`config.mk`:
```
export PLATFORM = sky130hd
export DESIGN_NAME = fluid_board_soc_pio_input_flat
export DESIGN_NICKNAME = d
export VERILOG_FILES = /design/src/rtl/fluid_board_soc_pio_input_pkg.sv /design/src/rtl/fluid_board_soc_pio_input_if.sv /design/src/rtl/fluid_board_soc_pio_input_debounce.sv /design/src/rtl/fluid_board_soc_pio_input.sv /design/src/flat_wrapper.sv
export SDC_FILE = /design/constraint.sdc
export NUM_CORES = 1
export LEC_CHECK = 0
export ABC_CLOCK_PERIOD_IN_PS = 7400
export CAP_MARGIN = 20
export CORE_ASPECT_RATIO = 1.1
export CORE_MARGIN = 2
export CORE_UTILIZATION = 50
export DETAILED_ROUTE_END_ITERATION = 10
export PLACE_DENSITY_LB_ADDON = 0.2
export REMOVE_ABC_BUFFERS = 1
export SYNTH_ARGS = -nofsm -noshare
export SYNTH_HDL_FRONTEND = slang
export SYNTH_SLANG_ARGS = --single-unit
```
`constraint.sdc`:
```
create_clock -name clk -period 7.4 [get_ports clk]
set_input_delay 1.48 -clock clk [delete_from_list [all_inputs] [get_ports clk]]
set_output_delay 1.48 -clock clk [all_outputs]
set_load 0.02 [all_outputs]
```
`src/rtl/fluid_board_soc_pio_input_pkg.sv`:
```
// Shared constants for the fluid-board input PIO: register offsets, edge modes
// and Avalon bus widths.
package fluid_board_pio_pkg;

    localparam int unsigned BUS_AW = 3;
    localparam int unsigned BUS_DW = 32;

    localparam logic [BUS_AW-1:0] ADDR_DATA     = 3'd0;
    localparam logic [BUS_AW-1:0] ADDR_IRQMASK  = 3'd2;
    localparam logic [BUS_AW-1:0] ADDR_EDGECAP  = 3'd3;
    localparam logic [BUS_AW-1:0] ADDR_DBPERIOD = 3'd5;

    localparam int EDGE_RISING  = 0;
    localparam int EDGE_FALLING = 1;
    localparam int EDGE_ANY     = 2;

endpackage

```
`src/rtl/fluid_board_soc_pio_input_if.sv`:
```
// Avalon-MM slave port bundle for the input PIO; the CPU side is the master.
interface fluid_board_soc_pio_input_if;
    import fluid_board_pio_pkg::*;

    logic [BUS_AW-1:0] address;
    logic              chipselect;
    logic              read_n;
    logic              write_n;
    logic [BUS_DW-1:0] writedata;
    logic [BUS_DW-1:0] readdata;

    modport master (
        output address, chipselect, read_n, write_n, writedata,
        input  readdata
    );

    modport slave (
        input  address, chipselect, read_n, write_n, writedata,
        output readdata
    );

endinterface

```
`src/rtl/fluid_board_soc_pio_input_debounce.sv`:
```
// One input bit: multi-flop synchronizer followed by a saturating debounce
// counter that updates the stable value after db_period differing samples.
module fluid_board_pio_debounce #(
    parameter int unsigned SYNC_STAGES = 2,
    parameter int unsigned DB_W        = 16
) (
    input  logic            clk,
    input  logic            reset,
    input  logic            in_bit,
    input  logic [DB_W-1:0] db_period,
    output logic            stable
);

    logic [SYNC_STAGES-1:0] r_sync;
    logic [DB_W-1:0]        r_cnt;
    logic                   r_stable;
    logic                   w_sync;
    logic [DB_W-1:0]        w_limit;

    always_ff @(posedge clk) begin
        if (reset) begin
            r_sync <= '0;
        end else begin
            r_sync <= {r_sync[SYNC_STAGES-2:0], in_bit};
        end
    end

    assign w_sync = r_sync[SYNC_STAGES-1];

    // A zero period acts as one, so the limit never underflows and the
    // counter can never reach all-ones and wrap.
    assign w_limit = (db_period == '0) ? '0 : db_period - DB_W'(1);

    always_ff @(posedge clk) begin
        if (reset) begin
            r_cnt    <= '0;
            r_stable <= 1'b0;
        end else if (w_sync == r_stable) begin
            r_cnt <= '0;
        end else if (r_cnt >= w_limit) begin
            r_stable <= w_sync;
            r_cnt    <= '0;
        end else begin
            r_cnt <= r_cnt + DB_W'(1);
        end
    end

    assign stable = r_stable;

endmodule

```
`src/rtl/fluid_board_soc_pio_input.sv`:
```
// Avalon-MM input PIO: per-bit synchronize/debounce, edge capture with
// write-1-to-clear, and a masked level interrupt.
module fluid_board_soc_pio_input
    import fluid_board_pio_pkg::*;
#(
    parameter int unsigned     WIDTH       = 16,
    parameter int unsigned     SYNC_STAGES = 2,
    parameter int unsigned     DB_W        = 16,
    parameter logic [DB_W-1:0] DB_RESET    = 16'd1000,
    parameter int              EDGE_TYPE   = 0
) (
    input  logic                          clk,
    input  logic                          reset,
    fluid_board_soc_pio_input_if.slave    bus,
    input  logic [WIDTH-1:0]              in_port,
    output logic                          irq
);

    logic [WIDTH-1:0]  r_mask;
    logic [WIDTH-1:0]  r_edgecap;
    logic [DB_W-1:0]   r_db_period;
    logic [WIDTH-1:0]  r_stable_d;
    logic              r_irq;
    logic [BUS_DW-1:0] r_readdata;

    logic [WIDTH-1:0]  w_stable;
    logic [WIDTH-1:0]  w_rise;
    logic [WIDTH-1:0]  w_fall;
    logic [WIDTH-1:0]  w_ev;
    logic [WIDTH-1:0]  w_clr;
    logic [BUS_DW-1:0] w_rdata;
    logic              w_wr;
    logic              w_rd;

    for (genvar gi = 0; gi < WIDTH; gi++) begin : g_bit
        fluid_board_pio_debounce #(
            .SYNC_STAGES (SYNC_STAGES),
            .DB_W        (DB_W)
        ) u_db (
            .clk       (clk),
            .reset     (reset),
            .in_bit    (in_port[gi]),
            .db_period (r_db_period),
            .stable    (w_stable[gi])
        );
    end

    assign w_wr = bus.chipselect & ~bus.write_n;
    assign w_rd = bus.chipselect & ~bus.read_n;

    assign w_rise = w_stable & ~r_stable_d;
    assign w_fall = ~w_stable & r_stable_d;

    always_comb begin
        w_ev = w_rise;
        case (EDGE_TYPE)
            EDGE_FALLING: w_ev = w_fall;
            EDGE_ANY:     w_ev = w_rise | w_fall;
            default:      w_ev = w_rise;
        endcase
    end

    assign w_clr = (w_wr && bus.address == ADDR_EDGECAP) ? bus.writedata[WIDTH-1:0] : '0;

    always_comb begin
        w_rdata = '0;
        case (bus.address)
            ADDR_DATA:     w_rdata[WIDTH-1:0] = w_stable;
            ADDR_IRQMASK:  w_rdata[WIDTH-1:0] = r_mask;
            ADDR_EDGECAP:  w_rdata[WIDTH-1:0] = r_edgecap;
            ADDR_DBPERIOD: w_rdata[DB_W-1:0]  = r_db_period;
            default:       w_rdata = '0;
        endcase
    end

    always_ff @(posedge clk) begin
        if (reset) begin
            r_mask      <= '0;
            r_db_period <= DB_RESET;
        end else if (w_wr) begin
            if (bus.address == ADDR_IRQMASK)  r_mask      <= bus.writedata[WIDTH-1:0];
            if (bus.address == ADDR_DBPERIOD) r_db_period <= bus.writedata[DB_W-1:0];
        end
    end

    // Event is OR-ed after the clear so a same-cycle edge survives the write.
    always_ff @(posedge clk) begin
        if (reset) begin
            r_edgecap  <= '0;
            r_stable_d <= '0;
            r_irq      <= 1'b0;
            r_readdata <= '0;
        end else begin
            r_edgecap  <= (r_edgecap & ~w_clr) | w_ev;
            r_stable_d <= w_stable;
            r_irq      <= |(r_edgecap & r_mask);
            if (w_rd) r_readdata <= w_rdata;
        end
    end

    assign bus.readdata = r_readdata;
    assign irq          = r_irq;

endmodule

```
`src/flat_wrapper.sv`:
```
// flat-port wrapper written by rule: the top's interface ports become plain ports
module fluid_board_soc_pio_input_flat import fluid_board_pio_pkg::*;
#(
    parameter int unsigned     WIDTH       = 16,
    parameter int unsigned     SYNC_STAGES = 2,
    parameter int unsigned     DB_W        = 16,
    parameter logic [DB_W-1:0] DB_RESET    = 16'd1000,
    parameter int              EDGE_TYPE   = 0
)
  (clk, reset, in_port, irq, bus_address, bus_chipselect, bus_read_n, bus_write_n, bus_writedata, bus_readdata);
  fluid_board_soc_pio_input_if bus_i ();
  input  logic clk;
  input  logic reset;
  input  logic [WIDTH-1:0] in_port;
  output logic irq;
  input wire logic [$bits(bus_i.address)-1:0] bus_address;
  input wire logic [$bits(bus_i.chipselect)-1:0] bus_chipselect;
  input wire logic [$bits(bus_i.read_n)-1:0] bus_read_n;
  input wire logic [$bits(bus_i.write_n)-1:0] bus_write_n;
  input wire logic [$bits(bus_i.writedata)-1:0] bus_writedata;
  output wire logic [$bits(bus_i.readdata)-1:0] bus_readdata;
  assign bus_i.address = bus_address;
  assign bus_i.chipselect = bus_chipselect;
  assign bus_i.read_n = bus_read_n;
  assign bus_i.write_n = bus_write_n;
  assign bus_i.writedata = bus_writedata;
  assign bus_readdata = bus_i.readdata;
  fluid_board_soc_pio_input #(.WIDTH(WIDTH), .SYNC_STAGES(SYNC_STAGES), .DB_W(DB_W), .DB_RESET(DB_RESET), .EDGE_TYPE(EDGE_TYPE)) u_core (.clk(clk), .reset(reset), .bus(bus_i), .in_port(in_port), .irq(irq));
endmodule
```
Yosys cells after proc, flatten, opt, wreduce, memory -nomap -nowiden
Cells that the tools add are included.

Logic and storage cells: 173. Output and inout bits: 33. Bits in registers: 385.

Order comparisons: 16. Mux-type cells: 3. Reduce and logical (&&, ||, !) cells: 38. Add/sub/neg operators: 17. Eq/ne operators: 19. Bitwise gates (word level): 26.

Operators by type and width (count): $add 16x1->16 const B (16); $ge 16x16->1 (16); $pmux 16 s4 (1); $and 16x16->16 (3); $reduce_or 3->1 (16); $reduce_and 2->1 (18); $mux 16 (2); $not 16->16 (2); $not 1->1 (18); $eq 1x1->1 (16); $logic_not 16->1 (1); $or 16x16->16 (1); $reduce_or 16->1 (1); $sub 16x1->16 const B (1); $eq 3x2->1 const B (2); $eq 3x3->1 const B (1); $logic_not 3->1 (1); $and 1x1->1 (2); $logic_and 1x1->1 (1).

Longest topological paths before layout
Gate-level depths: netlist of the first run.

Depth in word-level cells: 7. Depth in mapped cells: 13.

Cells and area by module
A second synthesis of the first run with hierarchy kept.

Cell total of the unflattened synthesis: 3289. Area total of the unflattened synthesis: 27254.9 um^2.

Modules (own cells, without submodules): fluid_board_pio_debounce at u_core.g_bit[12].u_db ... (cells an instance 183, times used 9, area each 1483.9 um^2); fluid_board_pio_debounce at u_core.g_bit[0].u_db ... (cells an instance 184, times used 5, area each 1502.7 um^2); fluid_board_soc_pio_input (cells an instance 352, times used 1, area each 3389.5 um^2); fluid_board_pio_debounce at u_core.g_bit[3].u_db (cells an instance 186, times used 1, area each 1503.9 um^2); fluid_board_pio_debounce at u_core.g_bit[9].u_db (cells an instance 184, times used 1, area each 1492.7 um^2).

Worst setup path before layout of the first run
OpenSTA, ideal clock, no wires.

Path type: reg-to-reg. Start: register u_core.r_db_period[4]. End: register u_core.g_bit[1].u_db.r_cnt[10]. Data arrival time: 4.312 ns. Clock period less this slack: 4.440 ns. Required time: 7.272 ns. Setup slack: 2.960 ns. Stages on the path, launching flop included: 13. Cells stage by stage: dfxtp_1 -> or3_4 -> or4_4 -> or4_4 -> nor2_1 -> mux2i_1 -> ha_1 -> nand4_1 -> or4_1 -> a221o_1 -> nand4_1 -> clkbuf_1 -> nor2_1.

Longest elaborated chain between the ends: 4. Elaborated cells between the ends (all ways): 5. Those cells by class: 1 x add/sub; 1 x order compare; 1 x mux; 2 x reduce/logical.

Ends and longest elaborated chain: start, declared (line fluid_board_soc_pio_input.sv:21) `logic [DB_W-1:0] r_db_period;`; start signal, assigned (line fluid_board_soc_pio_input.sv:82) `if (bus.address == ADDR_DBPERIOD) r_db_period <= bus.writedata[DB_W-1:0];`; $sub 16x1->16 or $logic_not 16->1 (tied branches) (line fluid_board_soc_pio_input_debounce.sv:32) `assign w_limit = (db_period == '0) ? '0 : db_period - DB_W'(1);`; $mux 16 (*) (line fluid_board_soc_pio_input_debounce.sv:32); $ge 16x16->1 (*) (line fluid_board_soc_pio_input_debounce.sv:40) `end else if (r_cnt >= w_limit) begin`; $reduce_or 3->1 (no line) (*); end signal, assigned (line fluid_board_soc_pio_input_debounce.sv:44) `r_cnt <= r_cnt + DB_W'(1);`; end, declared (line fluid_board_soc_pio_input_debounce.sv:15) `logic [DB_W-1:0] r_cnt;`.

Every way passes the cells marked *; elsewhere a longest branch is shown, timed or not. A chain may end at the register's enable or synchronous reset.

Worst setup path in the final report of the first run
Start: register u_core.r_db_period[4]. End: register u_core.g_bit[2].u_db.r_cnt[14].

Longest elaborated chain between the ends: 4. Elaborated cells between the ends (all ways): 5. Those cells by class: 1 x add/sub; 1 x order compare; 1 x mux; 2 x reduce/logical.

Ends and longest elaborated chain (line): $sub 16x1->16 or $logic_not 16->1 (tied branches) (fluid_board_soc_pio_input_debounce.sv:32); $mux 16 (*) (fluid_board_soc_pio_input_debounce.sv:32); $ge 16x16->1 (*) (fluid_board_soc_pio_input_debounce.sv:40); $reduce_or 3->1 (no line) (*); end signal, assigned (fluid_board_soc_pio_input_debounce.sv:44); end, declared (fluid_board_soc_pio_input_debounce.sv:15).

Marked as above.

==> results of run 1 <==
==> state kept, by name, indices dropped and copies added (netlist names) <==
signal,cells
u_core.r_mask,16
u_core.g_bit.u_db.stable,16
u_core.g_bit.u_db.r_sync,32
u_core.r_db_period,16
u_core.irq,1
u_core.g_bit.u_db.r_cnt,256
u_core.r_edgecap,16
u_core.bus.readdata,16
u_core.r_stable_d,16
==> cell families after synthesis <==
kind of cell / Yosys count / share of synthesized area
XOR/XNOR: 250 / 0.105
AO/OA/AOI/OAI: 295 / 0.0872
AND/OR/NAND/NOR: 1080 / 0.241
buffers and inverters: 120 / 0.0248
flip-flops: 385 / 0.369
other: 1 / 0.000180
adder cells (fa/ha/maj): 274 / 0.164
multiplexers: 16 / 0.00857
==> stage by stage <==
stage	area (sq um)	power [mW]
floorplan	20600	2.22
detailed placement	22100	2.31
global placement	22100	2.31
global route	23600	4.76
CTS	23600	4.65
finish	23600	4.60
==> where the power goes <==
part	switching [mW]	internal (mW)	total, mW
Combinational	0.111	0.0590	0.170
Sequential	0.0107	2.09	2.10
Clock	0.874	1.46	2.33
==> worst max-delay path by stage <==
stage	cells after the start	start	to
3_5_place_dp	12	u_core.r_db_period[4]	u_core.g_bit[2].u_db.r_cnt[14]
6_report	12	u_core.r_db_period[4]	u_core.g_bit[2].u_db.r_cnt[14]
5_1_grt	12	u_core.r_db_period[4]	u_core.g_bit[2].u_db.r_cnt[1]
4_1_cts	12	u_core.r_db_period[4]	u_core.g_bit[2].u_db.r_cnt[14]
2_1_floorplan	11	u_core.r_db_period[4]	u_core.g_bit[1].u_db.r_cnt[10]
3_3_place_gp	12	u_core.r_db_period[4]	u_core.g_bit[2].u_db.r_cnt[1]
==> cell usage in the layout, fill, tap and decap left out, types with 11 or more instances in the layout <==
cell type	netlist	layout
a22oi_1	53	53
clkbuf_16	0	45
nor2b_1	91	91
xnor2_1	104	104
nor3_1	53	52
buf_4	16	20
xor2_1	146	146
dfxtp_1	385	385
mux2_2	15	15
nor4_1	11	11
inv_1	51	51
nor2_1	382	381
conb_1	1	16
nand2_1	260	260
ha_1	274	274
and3_1	34	34
nand4_1	70	70
and4_1	21	21
clkbuf_1	50	13
clkdlybuf4s50_1	0	55
a21oi_1	128	127
o21ai_0	46	45
nand3_1	128	128
==> layer usage <==
metal  wire length (microns)  part of all wire  vias up  track usage
li1                        -                 -     8554            -
met1                   24100              0.46     8038        0.317
met5                      43           0.00082        -            0
met4                    1890             0.036        6       0.0883
met3                    2630             0.050      103       0.0478
met2                   24100              0.46      320        0.416
==> final cells by class <==
| type | count | area, sq um | area share |
|---|---|---|---|
| multi-input cells | 1931 | 12700 | 0.540 |
| flip-flops and latches | 385 | 7710 | 0.327 |
| clock buffers | 68 | 1310 | 0.0556 |
| repair buffers | 76 | 712 | 0.0302 |
| well taps | 560 | 701 | 0.0297 |
| clock inverters | 10 | 228 | 0.00965 |
| inverters | 51 | 191 | 0.00811 |
| diodes | 2 | 5.00 | 0.000212 |
==> results.yml, run 1 <==
outcome:
  status: "finished, final reports clean"
grt:
  grt_pass1_wl_microns: 85100
  grt_pass1_vias: 16400
  grt_remaining_overflow: 0
  grt_antenna_before_repair: 5
  grt_use_total: 0.248
  grt_max_degree: 76
setup_path:
  critPathTopFamily: "simple AND/OR/NAND/NOR gates"
  slowest_stage: "or2b_1"
  rrSetupSlack_ns: 2.16
  crit_arrival_ns: 5.73
  cp_num_buf_inv: 1
  path_class: "flop to flop"
  crit_required_ns: 7.89
  start_kind: "flop"
  rr_worst_depth: 12
  reg2reg_from: "u_core.r_db_period[4]"
  worstPathMaxFanout: 16
  crit_path_cell_trace: "or3_4 -> or4_4 -> or4_4 -> nand3b_4 -> or2b_1 -> buf_4 -> ha_1 -> nor2b_1 -> o211a_1 -> o311ai_0 -> nand4_1 -> nor2_1"
  r2r_end: "u_core.g_bit[2].u_db.r_cnt[14]"
  setup.worst_path.end_class: "flop"
  cp_slowest_stage_delay_ns: 0.73
  cpMostUsedCell: "or4_4"
clock_network:
  cts-root-buf: "clkbuf_16"
  clk_pin_slew_worst_paths_ns: 0.06
  htreeDepth: 2
  numCtsBuffers: 43
  cts_setup_buffers: 0
  cts_tree: "built"
  cts_buffer_depth: 3
  clkSinkCount: 385
  holdBufCountCts: 0
  cts.repair.resized: 0
  worstSkewPairLatency_ns: 0.57
synthesis:
  postSynthCellCount: 2421
  synth_ff_type: "dfxtp_1"
  synth_largest_area_cell: "dfxtp_1"
  syn_area_sq_um: 20900
  ys_warn_count: 0
  synth_top_area_share: 0.369
  synth-async-reset-ratio: 0
  ys_types: 50
  ys_top_cells_by_area: "dfxtp_1, ha_1, nor2_1, xor2_1, nand2_1"
  yosysMostFrequentCell: "dfxtp_1"
  synthTopCellsByCount: "dfxtp_1, nor2_1, ha_1"
  synth_seq_area_share: 0.369
  synth-seq-cells: 385
  synth_edf_count: 0
  synth_area_per_cell_sq_um: 8.62
sta:
  hold_viol: 0
  min_period_ns: 5.24
  finClkSkew_ns: 0.0118
  min_period_over_period: 0.708
  setup-tns-final_ns: 0
  relSlewSlack: 0.259
  finalSetupViolations: 0
  setup_slack_ns: 2.16
  final_max_slew_viol_count: 0
  holdWs_ns: 0.433
  fmax_mhz: 191
  rsz0062_at_grt: "false"
  worstMarginPinSlew_ns: 1.09
worst_hold_path:
  hold_class: "flop to flop"
  worstHoldPathCells: 1
  hold_start: "u_core.g_bit[13].u_db.r_sync[0]"
  holdPathEnd: "u_core.g_bit[13].u_db.r_sync[1]"
routing:
  drc_errors: 0
  drt_wl_total_microns: 52700
  ant_nets: 0
  viasPerCell: 5.52
  wl_per_cell_microns: 17.1
  vias: 17000
  drt_iter0_markers: 808
  firstDrtPassIters: 7
floorplan:
  core_sq_um: 41200
  io_pins: 89
  dieArea_sq_um: 43400
  initial_utilization: 0.507
  fp-row-count: 78
  die_h_microns: 218
  die_w_microns: 199
final_layout:
  fin_util: 0.573
  drive_gt1_frac: 0.0452
  instances_no_fill: 3083
  syn_to_final_growth_pct: 13.1
  nNetsFinal: 2818
  fill_cells: 3763
power:
  power.density_nw_per_um2: 195
  ir_drop_mv: 0.141
  power.leakage_nw: 9.44
placement:
  dp_hpwl_microns: 36000
  dp_cells: 3003
  post-place-ws_ns: 2.16
  port_buffers: 56
  gp_congestion: 0.839
run:
  cap_violations: 0
(Power assumes the default switching activity.)
==> run 2: changes to the inputs <==
ABC_CLOCK_PERIOD_IN_PS = 4290   (was 7400)
clock period = 4.29 ns   (was 7.4 ns; I/O delays follow)
==> results.yml, run 2 (synthesized netlist as in run 1, its figures left out) <==
clock_network:
  numCtsBuffers: 44
  clkSinkCount: 385
  htreeDepth: 2
  holdBufCountCts: 0
  clk_pin_slew_worst_paths_ns: 0.06
  cts_setup_buffers: 0
  cts_tree: "built"
  cts-root-buf: "clkbuf_16"
  worstSkewPairLatency_ns: 0.57
  cts.repair.resized: 0
  cts_buffer_depth: 3
sta:
  fmax_mhz: 244
  min_period_ns: 4.10
  worstMarginPinSlew_ns: 0.949
  min_period_over_period: 0.956
  rsz0062_at_grt: "false"
  relSlewSlack: 0.367
  setup-tns-final_ns: 0
  final_max_slew_viol_count: 0
  finalSetupViolations: 0
  finClkSkew_ns: 0.0170
  hold_viol: 0
final_layout:
  fill_cells: 3663
  drive_gt1_frac: 0.0643
  largest_register_ffs: 256
  syn_to_final_growth_pct: 14.6
  nNetsFinal: 2864
  largestRegisters: "u_core.g_bit.u_db.r_cnt: 256 flops, u_core.g_bit.u_db.r_sync: 32 flops"
  mostFrequentLayoutCells: "dfxtp_1, nor2_1, ha_1"
  regMostFlops: "u_core.g_bit.u_db.r_cnt"
  fin_area_sq_um: 23900
  layout.cells.most_common: "dfxtp_1"
  instances_no_fill: 3126
routing:
  drc_errors: 0
  firstDrtPassIters: 5
  drt_wl_total_microns: 53000
  drt_iter0_markers: 786
  wl_per_cell_microns: 16.9
  viasPerCell: 5.50
  vias: 17200
  ant_nets: 0
power:
  power.total_mw: 7.75
  ir_drop_mv: 0.232
  power.density_nw_per_um2: 324
  power.leakage_nw: 9.68
placement:
  gp_congestion: 0.865
  port_buffers: 56
  dp_cells: 3048
  place_area_sq_um: 22400
  dp_hpwl_microns: 38000
setup_path:
  worstPathMaxFanout: 14
  path_class: "flop to flop"
  critPathTopFamily: "simple AND/OR/NAND/NOR gates"
  slowest_stage: "or4_4"
  cp_slowest_stage_delay_ns: 0.51
  cpMostUsedCell: "or4_4"
  cp_num_buf_inv: 1
  start_kind: "flop"
  setup.worst_path.end_class: "flop"
  crit_required_ns: 4.74
  crit_path_cell_trace: "or3_4 -> or4_4 -> or4_4 -> nand3b_4 -> or2b_1 -> buf_12 -> ha_1 -> nor2b_1 -> o211a_1 -> o311ai_1 -> nand3_1 -> mux2_2"
  crit_arrival_ns: 4.55
grt:
  grt_antenna_before_repair: 2
  grt_remaining_overflow: 0
  grt_max_degree: 118
  grt_use_total: 0.248
  grt_pass1_wl_microns: 85600
  grt_pass1_vias: 16800
outcome:
  status: "finished, final reports clean"
floorplan:
  io_pins: 89
  die_h_microns: 218
  dieArea_sq_um: 43400
  die_w_microns: 199
  initial_utilization: 0.507
  core_sq_um: 41200
  fp-row-count: 78
run:
  cap_violations: 0
worst_hold_path:
  hold_class: "flop to flop"
## run 2: cell count changes in the layout (fill, tap and decap cells not counted), sizes merged
cell | previous run | this run
buf | 21 | 66
bufinv | 7 | 4
clkbuf | 68 | 65
clkinv | 2 | 6
clkinvlp | 1 | 0
diode | 2 | 1
inv | 51 | 53
## run 2: layout make-up
type / count / area (sq um) / share of cell area
Inverter: 51 / 191 / 0.00800
Clock inverter: 12 / 168 / 0.00701
Sequential cell: 385 / 7710 / 0.322
Timing Repair Buffer: 121 / 1100 / 0.0460
Antenna cell: 1 / 2.50 / 0.000105
Multi-Input combinational cell: 1931 / 12700 / 0.533
Tap cell: 560 / 701 / 0.0293
Clock buffer: 65 / 1300 / 0.0544
## run 2: through the flow
step / utilization / setup slack (ns) / hold WS [ns]
detailed placement: 0.545 / 0.0292 / 0.422
global placement: 0.545 / 0.0687 / 0.417
global route: 0.581 / 0.00340 / 0.460
CTS: 0.580 / 0.00146 / 0.436
finish: 0.581 / 0.191 / 0.432
floorplan: - / -0.0216 / 0.414
## run 2: final timing paths
check                                   endpoint  slack, ns  depth (start not counted)                           start
setup / recovery     u_core.g_bit[2].u_db.stable       0.19                         12           u_core.r_db_period[4]
hold / removal    u_core.g_bit[0].u_db.r_sync[1]       0.43                          1  u_core.g_bit[0].u_db.r_sync[0]
setup reg to reg     u_core.g_bit[2].u_db.stable       0.19                         12           u_core.r_db_period[4]
hold reg to reg   u_core.g_bit[0].u_db.r_sync[1]       0.43                          1  u_core.g_bit[0].u_db.r_sync[0]
## run 2: report_power, final
group	internal [mW]	switching [mW]
logic	0.117	0.195
clock network	2.33	1.49
registers	3.60	0.0194
total	6.05	1.71
## run 2: worst reg2reg max path, cell delays in order (launching register included)
cell and delay [ns]:
dfxtp_1 0.38, or3_4 0.44, or4_4 0.51, or4_4 0.44
nand3b_4 0.28, or2b_1 0.29, buf_12 0.20, ha_1 0.27
nor2b_1 0.13, o211a_1 0.20, o311ai_1 0.41, nand3_1 0.17
mux2_2 0.29
## run 2: layer usage
metal	GRT usage	share of wire	vias to the layer above
li1	-	-	8644
met1	0.312	0.44	8086
met2	0.420	0.47	336
met3	0.0409	0.051	120
met4	0.105	0.040	2
met5	0	0.00025	-
==> run 3: changes to the inputs <==
CTS_CLUSTER_SIZE = 24   (was default)
==> results of run 3 <==
Same layout as run 2: the final DEF is identical, and so are final timing and power.
